File: config.mk
export PLATFORM = sky130hd
export DESIGN_NAME = move_request_gen_flat
export DESIGN_NICKNAME = d
export VERILOG_FILES = /design/src/rtl/move_request_gen_pkg.sv /design/src/rtl/move_request_gen_if.sv /design/src/rtl/move_request_gen_btn_debounce.sv /design/src/rtl/move_request_gen.sv /design/src/flat_wrapper.sv
export SDC_FILE = /design/constraint.sdc
export NUM_CORES = 1
export LEC_CHECK = 0
export ABC_AREA = 1
export CORE_ASPECT_RATIO = 1.4
export CORE_MARGIN = 2
export CORE_UTILIZATION = 58
export DETAILED_ROUTE_END_ITERATION = 8
export DONT_BUFFER_PORTS = 1
export GPL_ROUTABILITY_DRIVEN = 1
export GPL_TIMING_DRIVEN = 0
export MAX_ROUTING_LAYER = met4
export PLACE_DENSITY = 0.74
export SYNTH_ARGS = -nofsm -noshare
export SYNTH_HDL_FRONTEND = slang
export SYNTH_HIERARCHICAL = 1
export SYNTH_SLANG_ARGS = --single-unit
File: constraint.sdc
create_clock -name Clk -period 1.3 [get_ports Clk]
set_input_delay 0.26 -clock Clk [delete_from_list [all_inputs] [get_ports Clk]]
set_output_delay 0.26 -clock Clk [all_outputs]
set_load 0.1 [all_outputs]
File: src/rtl/move_request_gen_pkg.sv
// ---------------------------------------------------------------------------
// move_request_gen_pkg
//   Shared definitions for the move request generator:
//     - 4-bit one-hot direction codes used for the held move and the strobes
//       (bit 0 = up, bit 1 = down, bit 2 = left, bit 3 = right)
//     - encoding of the capture FSM (EMPTY / HELD)
//     - pick_winner(): fixed-priority selection up > down > left > right
// ---------------------------------------------------------------------------
package move_request_gen_pkg;

    localparam logic [3:0] DIR_NONE  = 4'b0000;
    localparam logic [3:0] DIR_UP    = 4'b0001;
    localparam logic [3:0] DIR_DOWN  = 4'b0010;
    localparam logic [3:0] DIR_LEFT  = 4'b0100;
    localparam logic [3:0] DIR_RIGHT = 4'b1000;

    typedef enum logic {
        EMPTY = 1'b0,
        HELD  = 1'b1
    } state_t;

    // Returns the one-hot code of the highest-priority pending event,
    // or DIR_NONE when no event is present.
    function automatic logic [3:0] pick_winner(input logic [3:0] ev);
        logic [3:0] win;
        win = DIR_NONE;
        if (ev[0]) begin
            win = DIR_UP;
        end else if (ev[1]) begin
            win = DIR_DOWN;
        end else if (ev[2]) begin
            win = DIR_LEFT;
        end else if (ev[3]) begin
            win = DIR_RIGHT;
        end
        return win;
    endfunction

endpackage

File: src/rtl/move_request_gen_if.sv
// ---------------------------------------------------------------------------
// move_request_gen_if
//   Handshake between the move request generator and the game FSM.
//     game_ready : game FSM is waiting and can accept a move
//     up/down/left/right : one-cycle move strobes (at most one high)
//     pending    : a captured move is waiting to be issued
//   dropped    : one-cycle pulse when a press event was discarded
//   Modports:
//     master : the move request generator (drives strobes/status)
//     slave  : the game FSM side (drives game_ready)
// ---------------------------------------------------------------------------
interface move_request_gen_if;

    logic game_ready;
    logic up;
    logic down;
    logic left;
    logic right;
    logic pending;
    logic dropped;

    modport master (
        input  game_ready,
        output up,
        output down,
        output left,
        output right,
        output pending,
        output dropped
    );

    modport slave (
        output game_ready,
        input  up,
        input  down,
        input  left,
        input  right,
        input  pending,
        input  dropped
    );

endinterface

File: src/rtl/move_request_gen_btn_debounce.sv
// ---------------------------------------------------------------------------
// btn_debounce
//   Per-button conditioning: 2-flop synchronizer, counter-based debouncer and
//   rising-edge detector.
//   Parameters:
//     DB_CYCLES : stability window in Clk cycles (must be >= 2)
//   Ports:
//     Clk     : system clock, rising edge
//     Reset   : asynchronous, active-high
//     btn_raw : raw asynchronous, bouncing button (active-high)
//     press   : registered one-cycle pulse on a debounced 0->1 transition
// ---------------------------------------------------------------------------
module btn_debounce #(
    parameter int unsigned DB_CYCLES = 500000
) (
    input  logic Clk,
    input  logic Reset,
    input  logic btn_raw,
    output logic press
);

    localparam int unsigned     CNT_W   = $clog2(DB_CYCLES);
    localparam logic [CNT_W-1:0] CNT_MAX = CNT_W'(DB_CYCLES - 1);

    logic             sync1;
    logic             sync2;
    logic             level;
    logic [CNT_W-1:0] cnt;

    always_ff @(posedge Clk or posedge Reset) begin
        if (Reset) begin
            sync1 <= 1'b0;
            sync2 <= 1'b0;
        end else begin
            sync1 <= btn_raw;
            sync2 <= sync1;
        end
    end

    // The counter only advances while the synchronized input disagrees with
    // the debounced level; reaching CNT_MAX flips the level and restarts, so
    // it never wraps. The press pulse is registered on the same edge that
    // flips the level, and only for a 0->1 flip.
    always_ff @(posedge Clk or posedge Reset) begin
        if (Reset) begin
            level <= 1'b0;
            cnt   <= '0;
            press <= 1'b0;
        end else begin
            press <= 1'b0;
            if (sync2 == level) begin
                cnt <= '0;
            end else if (cnt == CNT_MAX) begin
                level <= ~level;
                cnt   <= '0;
                press <= ~level;
            end else begin
                cnt <= cnt + CNT_W'(1);
            end
        end
    end

endmodule

File: src/rtl/move_request_gen.sv
// ---------------------------------------------------------------------------
// move_request_gen
//   Turns four raw push-buttons into single move strobes for the game FSM.
//   Each button is synchronized, debounced and edge-detected; simultaneous
//   presses are resolved up > down > left > right. A single move is held in
//   a one-hot register until the game FSM reports ready, then issued as a
//   registered one-cycle strobe. Presses that cannot be captured pulse
//   dropped (one pulse per cycle at most).
//   Parameters:
//     DB_CYCLES : debounce stability window in Clk cycles (>= 2)
//   Ports:
//     Clk                    : system clock, rising edge
//     Reset                  : asynchronous, active-high
//     BtnU, BtnD, BtnL, BtnR : raw bouncing buttons, active-high
//     mv (master)            : game_ready in; up/down/left/right, pending,
//                              dropped out
// ---------------------------------------------------------------------------
module move_request_gen
    import move_request_gen_pkg::*;
#(
    parameter int unsigned DB_CYCLES = 500000
) (
    input  logic               Clk,
    input  logic               Reset,
    input  logic               BtnU,
    input  logic               BtnD,
    input  logic               BtnL,
    input  logic               BtnR,
    move_request_gen_if.master mv
);

    logic [3:0] ev;
    logic [3:0] winner;
    logic       any_ev;
    logic       multi_ev;

    state_t     state_q;
    state_t     state_d;
    logic [3:0] move_q;
    logic [3:0] move_d;
    logic [3:0] strobe_q;
    logic [3:0] strobe_d;
    logic       drop_q;
    logic       drop_d;

    btn_debounce #(.DB_CYCLES(DB_CYCLES)) u_db_up (
        .Clk     (Clk),
        .Reset   (Reset),
        .btn_raw (BtnU),
        .press   (ev[0])
    );

    btn_debounce #(.DB_CYCLES(DB_CYCLES)) u_db_down (
        .Clk     (Clk),
        .Reset   (Reset),
        .btn_raw (BtnD),
        .press   (ev[1])
    );

    btn_debounce #(.DB_CYCLES(DB_CYCLES)) u_db_left (
        .Clk     (Clk),
        .Reset   (Reset),
        .btn_raw (BtnL),
        .press   (ev[2])
    );

    btn_debounce #(.DB_CYCLES(DB_CYCLES)) u_db_right (
        .Clk     (Clk),
        .Reset   (Reset),
        .btn_raw (BtnR),
        .press   (ev[3])
    );

    always_comb begin
        winner   = pick_winner(ev);
        any_ev   = |ev;
        multi_ev = |(ev & ~winner);
    end

    always_ff @(posedge Clk or posedge Reset) begin
        if (Reset) begin
            state_q  <= EMPTY;
            move_q   <= '0;
            strobe_q <= '0;
            drop_q   <= 1'b0;
        end else begin
            state_q  <= state_d;
            move_q   <= move_d;
            strobe_q <= strobe_d;
            drop_q   <= drop_d;
        end
    end

    // Issuing the held move and capturing a fresh event can happen on the
    // same edge: the strobe takes the old move while the register reloads,
    // so the state stays HELD and the new press is not counted as dropped.
    always_comb begin
        state_d  = state_q;
        move_d   = move_q;
        strobe_d = '0;
        drop_d   = 1'b0;
        unique case (state_q)
            EMPTY: begin
                if (any_ev) begin
                    state_d = HELD;
                    move_d  = winner;
                    drop_d  = multi_ev;
                end
            end
            HELD: begin
                if (mv.game_ready) begin
                    strobe_d = move_q;
                    if (any_ev) begin
                        move_d = winner;
                        drop_d = multi_ev;
                    end else begin
                        state_d = EMPTY;
                        move_d  = '0;
                    end
                end else begin
                    drop_d = any_ev;
                end
            end
            default: begin
                state_d = EMPTY;
                move_d  = '0;
            end
        endcase
    end

    assign mv.up      = strobe_q[0];
    assign mv.down    = strobe_q[1];
    assign mv.left    = strobe_q[2];
    assign mv.right   = strobe_q[3];
    assign mv.pending = (state_q == HELD);
    assign mv.dropped = drop_q;

endmodule

File: src/flat_wrapper.sv
// flat-port wrapper written by rule: the top's interface ports become plain ports
module move_request_gen_flat import move_request_gen_pkg::*;
#(
    parameter int unsigned DB_CYCLES = 500000
)
  (Clk, Reset, BtnU, BtnD, BtnL, BtnR, mv_game_ready, mv_up, mv_down, mv_left, mv_right, mv_pending, mv_dropped);
  move_request_gen_if mv_i ();
  input  logic Clk;
  input  logic Reset;
  input  logic BtnU;
  input  logic BtnD;
  input  logic BtnL;
  input  logic BtnR;
  input wire logic [$bits(mv_i.game_ready)-1:0] mv_game_ready;
  output wire logic [$bits(mv_i.up)-1:0] mv_up;
  output wire logic [$bits(mv_i.down)-1:0] mv_down;
  output wire logic [$bits(mv_i.left)-1:0] mv_left;
  output wire logic [$bits(mv_i.right)-1:0] mv_right;
  output wire logic [$bits(mv_i.pending)-1:0] mv_pending;
  output wire logic [$bits(mv_i.dropped)-1:0] mv_dropped;
  assign mv_i.game_ready = mv_game_ready;
  assign mv_up = mv_i.up;
  assign mv_down = mv_i.down;
  assign mv_left = mv_i.left;
  assign mv_right = mv_i.right;
  assign mv_pending = mv_i.pending;
  assign mv_dropped = mv_i.dropped;
  move_request_gen #(.DB_CYCLES(DB_CYCLES)) u_core (.Clk(Clk), .Reset(Reset), .BtnU(BtnU), .BtnD(BtnD), .BtnL(BtnL), .BtnR(BtnR), .mv(mv_i));
endmodule
==> flow_metrics.tcl, run 1 <==
set metrics [dict create \
    synth_compound_area_frac 0.0456 \
    synth-main-ff-cell "dfrtp_1" \
    arrival_ns 1.59 \
    dieArea_um2 10600 \
    setup_tns_ns -0.582 \
    via_per_inst 5.43 \
    finish.utilization 0.720 \
    synth_area_leader_cell "dfrtp_1" \
    multi_input_area_um2 3160 \
    grt_pass1_vias 4577 \
    yosysTopAreaCellShare 0.451 \
    synth-simple-area-share 0.380 \
    syn_area_um2 5650 \
    clock_path_buffers 2 \
    p_int_mw 5.01 \
    cp_max_fo 4 \
    drive_above_1_share 0.311 \
    cts_root_buf "clkbuf_16" \
    core_um2 9460 \
    synth_nets 693 \
    synth_area_leaders "dfrtp_1 45%, nor2_1 8.4%, nand2_1 7.5%, inv_1 5.1%, nor2_4 4.8%" \
    syn_avg_cell_area_um2 8.29 \
    clock_skew_ns 0.00458 \
    end_kind "flip-flop" \
    startpoint_type "flip-flop" \
    wl_per_cell_um 14.7 \
    cts.clk_slew.worst_paths_ns 0.07 \
    synth-seq-area-share 0.451 \
    first_pass_iters 5 \
    drt-initial-drc-count 314 \
    crit_type "flip-flop to flip-flop" \
    top_level_ports 13 \
    seq_area_um2 2580 \
    synth_seq_cells 102 \
    grt_pass1_wl_um 20300 \
    dp_hpwl_um 8010 \
    nNetsFinal 735 \
    synth_common_cells "126 x nor2_1, 113 x nand2_1, 102 x dfrtp_1" \
    grt_util_all_layers 0.250 \
    cts_sinks 102 \
    grt_max_degree 24 \
    syn_to_final_growth_pct 20.4 \
    hold_viol_final 53 \
    switching_share 0.221 \
    rsz0062_at_grt "true" \
    layout_setup_ws_ns -0.0574 \
    slew_viol_final 0 \
    numCtsBuffers 9 \
    min_period_ns 1.36 \
    ant_nets 0 \
    synthAdderAreaFrac 0.00885 \
    crit_family "simple AND/OR/NAND/NOR gates" \
    setup_viol 27 \
    hold_ws_ns -0.0192 \
    pwr_density_cell_nw_per_um2 944 \
    drv_cap 0 \
    fillers 670 \
    outcome "finished, violations left" \
    synth_warnings 6 \
    ir_drop_mv 0.826 \
    remaining_drc_errors 0 \
    num_antenna_cells 0 \
    crit_slowest_cell "dfrtp_1" \
    portBuffers 0 \
    start_util 0.598 \
    die_h_um 121 \
    antenna_found_initial 0 \
    synthMuxAreaShare 0 \
    fin_crit_sh 1.04 \
    clk_latency_ns 0.34 \
    syn_inst 682 \
    synth-edff-count 0 \
    async_reset_ff_frac 1.00 \
    cp_cell_sequence "buf_6 -> ha_4 -> nand2_4 -> nor2_4 -> nand2_4 -> nor2_4 -> nand3_2 -> nand3_2 -> nor2_2" \
    grt-ovfl-total 0 \
    post-synth-top-count-cell "nor2_1" \
    worstPathBufferInverterCount 1 \
    gp_congestion 0.953 \
    combinationalPowerShare 0.049 \
    hp-class "input port to async pin" \
    routed_wl_um 12300 \
    p_clk_frac 0.444 \
    tightest_slew_ns 0.898 \
    max_freq_ghz 0.737 \
    cp_slowest_stage_delay_ns 0.36 \
    ys_types 27 \
    htree_levels 3 \
    leakagePower_nw 2.82 \
    switchingPower_mw 1.42 \
    violations "hold timing, setup timing" \
    fp.dieW_um 87.4 \
    rows 42 \
    required_ns 1.53 \
    synth_top_family_by_area "simple AND/OR/NAND/NOR gates" \
    seqPwrFrac 0.507 \
    synth_xor_area_frac 0.0549 \
    max-slew-margin-rel 0.400 \
    cts_tree "done" \
    num_vias 4559 \
]
==> layout make-up <==
cell class | instances | share of cell area
Clock inverter | 6 | 0.0127
Clock buffer | 10 | 0.0336
Timing Repair Buffer | 31 | 0.0399
Inverter | 90 | 0.0509
Multi-Input combinational cell | 490 | 0.464
Tap cell | 110 | 0.0202
Sequential cell | 102 | 0.379
==> power by group through the flow <==
stage               clock (mW)  sequential, mW  combinational (mW)
finish                    2.85            3.26               0.317
global route              3.02            3.26               0.359
CTS                       2.90            3.25               0.274
detailed placement           0            3.31               0.211
global placement             0            3.30               0.204
floorplan                    0            3.30               0.162
==> worst paths after layout <==
path / startpoint / endpoint / slack [ns] / depth (start not counted)
max: u_core/u_db_right/cnt[0]$_DFF_PP0_ / u_core/u_db_right/cnt[18]$_DFF_PP0_ / -0.06 / 9
min: Reset / u_core/u_db_right/cnt[16]$_DFF_PP0_ / -0.02 / 1
max reg2reg: u_core/u_db_right/cnt[0]$_DFF_PP0_ / u_core/u_db_right/cnt[18]$_DFF_PP0_ / -0.06 / 9
min reg2reg: u_core/u_db_left/sync1$_DFF_PP0_ / u_core/u_db_left/sync2$_DFF_PP0_ / 0.35 / 0
max in group asynchronous: Reset / u_core/u_db_up/cnt[8]$_DFF_PP0_ / 0.49 / 2
min in group Clk: mv_game_ready / u_core/move_q[0]$_DFFE_PP0P_ / 0.07 / 2
==> through the flow <==
step,cell area [um^2],std cells,worst slack (ns),power (mW),hold WS [ns]
3_3_place_gp,5790,792,-0.102,3.50,0.141
6_report,6810,839,-0.0574,6.43,-0.0192
3_5_place_dp,5790,792,-0.163,3.52,0.152
4_1_cts,6490,825,-0.0420,6.43,0.00594
2_1_floorplan,5660,682,0.0125,3.46,0.100
5_1_grt,6810,839,-0.141,6.64,0.0622
==> layout by cell type, fill, tap and decap left out, types with 2 or more instances in the layout <==
master / count
o21ai_2: 2
nor2_4: 40
o21a_1: 4
clkinvlp_4: 2
nand3_2: 12
xor2_1: 19
buf_4: 19
a21oi_2: 8
o22ai_1: 4
nand3_1: 40
nor2_2: 27
xnor2_1: 7
nor2_1: 113
inv_2: 12
ha_4: 3
nand2_4: 17
a21oi_1: 8
inv_4: 2
bufinv_16: 2
o21bai_1: 4
nor3b_2: 8
xor2_4: 4
nor3_1: 5
buf_6: 7
clkinv_2: 2
clkbuf_16: 9
dfrtp_2: 14
nand2_2: 22
nand3_4: 4
o21ai_1: 11
inv_1: 75
nand4_1: 12
nand2_1: 106
dlygate4sd3_1: 5
nor3_2: 3
dfrtp_4: 2
dfrtp_1: 86
==> sequential cells by signal (all words and copies together), names as in the netlist, 4 cells and up <==
signal,count
u_core/u_db_up/cnt,19
u_core/strobe_q,4
u_core/u_db_down/cnt,19
u_core/u_db_right/cnt,19
u_core/u_db_left/cnt,19
u_core/move_q,4
==> logic make-up (layout without fill, tap and decap cells) <==
family | Yosys count | after routing
simple gates | 411 | 411
flops | 102 | 102
buf+inv | 90 | 137
compound gates | 43 | 43
xor+xnor | 32 | 32
fa+ha+maj | 4 | 4
==> metal layers <==
layer | global-route usage | part of all wire | wire length (um)
met1 | 0.292 | 0.39 | 4780
met2 | 0.415 | 0.53 | 6580
met3 | 0.0375 | 0.042 | 513
met4 | 0.126 | 0.037 | 451
met5 | - | 0 | 0
==> what timing repair did <==
item,CTS,global route
gates resized for setup,50,59
buffers inserted,12,14
cloned,0,0
hold buffers,5,0
hold endpoints to repair,37,0
pin swaps,18,36
endpoints found under the setup margin,65,96
Power figures use the tool's default switching activity.
==> run 2: changes to the inputs <==
--- a/config.mk
+++ b/config.mk
@@ -6,15 +6,15 @@
 export NUM_CORES = 1
 export LEC_CHECK = 0
 export ABC_AREA = 1
+export BUFFER_PORTS_ARGS = -buffer_cell sky130_fd_sc_hd__buf_2
 export CORE_ASPECT_RATIO = 1.4
 export CORE_MARGIN = 2
-export CORE_UTILIZATION = 58
+export CORE_UTILIZATION = 57
 export DETAILED_ROUTE_END_ITERATION = 8
-export DONT_BUFFER_PORTS = 1
-export GPL_ROUTABILITY_DRIVEN = 1
+export GPL_ROUTABILITY_DRIVEN = 0
 export GPL_TIMING_DRIVEN = 0
 export MAX_ROUTING_LAYER = met4
-export PLACE_DENSITY = 0.74
+export PLACE_DENSITY = 0.75
 export SYNTH_ARGS = -nofsm -noshare
 export SYNTH_HDL_FRONTEND = slang
 export SYNTH_HIERARCHICAL = 1
==> run 2 against run 1 <==
The run ends with setup timing left. Count of clock-buffer cells in the layout grew 3. Clock skew is 0.0020 ns higher. Hold slack gained 0.033 ns. Critical path type unchanged.
==> flow_metrics.tcl, run 2 (synthesized netlist as in run 1, its figures left out) <==
set metrics [dict create \
    placed_cell_area_um2 5880 \
    crit_slowest_cell "dfrtp_1" \
    rows 43 \
    drive_above_1_share 0.354 \
    final_cell_mix "106 x nand2_1, 100 x nor2_1, 88 x dfrtp_1, 75 x inv_1, 45 x nor2_4" \
    nNetsFinal 757 \
    wl_per_cell_um 14.4 \
    ir_drop_mv 0.751 \
    cp_slowest_stage_delay_ns 0.42 \
    max-slew-margin-rel 0.390 \
    rsz0062_at_grt "true" \
    switching_share 0.230 \
    crit_family "simple AND/OR/NAND/NOR gates" \
    start_util 0.577 \
    required_ns 1.54 \
    grt_max_degree 24 \
    portBuffers 12 \
    core_um2 9790 \
    clk_latency_ns 0.35 \
    hp-class "input port to flip-flop" \
    final_area_um2 7030 \
    num_antenna_cells 0 \
    grt_pass1_vias 4604 \
    dp_hpwl_um 8090 \
    combinationalPowerShare 0.054 \
    num_vias 4745 \
    min_period_ns 1.38 \
    outcome "finished, violations left" \
    pwr_density_cell_nw_per_um2 885 \
    grt_util_all_layers 0.239 \
    dieArea_um2 10700 \
    crit_type "flip-flop to flip-flop" \
    routed_wl_um 12700 \
    ant_nets 0 \
    switchingPower_mw 1.43 \
    cp_max_fo 4 \
    slew_viol_final 0 \
    remaining_drc_errors 0 \
    p_clk_frac 0.421 \
    grt_pass1_wl_um 20000 \
    violations "setup timing" \
    cts_tree "done" \
    hold_viol_final 0 \
    cts_sinks 102 \
    via_per_inst 5.36 \
    setup_viol 36 \
    final_common_cell "nand2_1" \
    p_int_mw 4.79 \
    drv_cap 0 \
    leakagePower_nw 2.94 \
    max_freq_ghz 0.723 \
    numCtsBuffers 9 \
    fp.dieW_um 88.2 \
    startpoint_type "flip-flop" \
    arrival_ns 1.62 \
    clock_skew_ns 0.00663 \
    cts_root_buf "clkbuf_16" \
    htree_levels 3 \
    fin_crit_sh 1.06 \
    end_kind "flip-flop" \
    grt-ovfl-total 0 \
    first_pass_iters 6 \
    antenna_found_initial 0 \
    drt-initial-drc-count 329 \
    cp_cell_sequence "ha_4 -> nand2_4 -> nor2_4 -> nand2_4 -> nor2_4 -> nand3_2 -> nand3_2 -> nor2_1" \
    worstPathBufferInverterCount 0 \
    top_level_ports 13 \
    die_h_um 122 \
    layout_setup_ws_ns -0.0836 \
    seqPwrFrac 0.525 \
    clock_path_buffers 2 \
    dpl_worst_slack_ns -0.138 \
    syn_to_final_growth_pct 24.3 \
    tightest_slew_ns 0.914 \
    cts.clk_slew.worst_paths_ns 0.07 \
]
## run 2: cell count changes in the layout (fill, tap and decap cells not counted), sizes merged, moves of 2 or more
cell / previous run / this run
buf: 26 / 52
bufinv: 2 / 0
clkbuf: 10 / 13
dlygate4sd3: 5 / 1
## run 2: cell type report
class / instances / area [um^2]
Clock buffer: 13 / 270
Clock inverter: 3 / 17.5
Fill cell: 693 / 2760
Inverter: 90 / 340
Multi-Input combinational cell: 490 / 3260
Sequential cell: 102 / 2570
Tap cell: 135 / 169
Timing Repair Buffer: 53 / 400
## run 2: metal layers
layer | GRT usage | routed length [um]
met1 | 0.272 | 4870
met2 | 0.412 | 7030
met5 | - | 0
met3 | 0.0379 | 460
met4 | 0.0994 | 375
## run 2: final timing paths
path | depth (start not counted) | slack [ns] | start | end
worst min register to register | 0 | 0.35 | u_core/u_db_left/sync1$_DFF_PP0_ | u_core/u_db_left/sync2$_DFF_PP0_
worst max-delay path | 8 | -0.08 | u_core/u_db_left/cnt[0]$_DFF_PP0_ | u_core/u_db_left/cnt[18]$_DFF_PP0_
min in group asynchronous | 2 | 0.14 | Reset | u_core/u_db_right/sync1$_DFF_PP0_
worst min-delay path | 1 | 0.01 | BtnL | u_core/u_db_left/sync1$_DFF_PP0_
max in group asynchronous | 3 | 0.49 | Reset | u_core/mv.pending$_DFF_PP0_
worst max register to register | 8 | -0.08 | u_core/u_db_left/cnt[0]$_DFF_PP0_ | u_core/u_db_left/cnt[18]$_DFF_PP0_
## run 2: timing repair
action	in CTS	in global routing
endpoints found under the hold margin	10	0
setup buffers	8	32
gates resized for setup	51	80
pin swaps	24	53
setup endpoints to repair	62	69
hold buffers	1	0
## run 2: power by group through the flow
stage                     Sequential, mW  Combinational (mW)  Clock [mW]
after floorplan                     3.30               0.162           0
after global placement              3.30               0.215           0
after detailed placement            3.31               0.222           0
after CTS                           3.25               0.272        2.67
after global routing                3.27               0.374        2.80
final                               3.27               0.336        2.61
## run 2: through the flow
stage / power, mW / hold slack [ns] / util / instances / TNS (ns)
after detailed placement: 3.53 / 0.318 / 0.601 / 829 / -4.30
after global placement: 3.52 / 0.305 / 0.601 / 829 / -2.27
after global routing: 6.44 / 0.00989 / 0.718 / 886 / -4.47
final: 6.22 / 0.0133 / 0.718 / 886 / -0.923
after CTS: 6.19 / 0.00766 / 0.664 / 854 / -0.277
after floorplan: 3.46 / 0.100 / - / 682 / 0
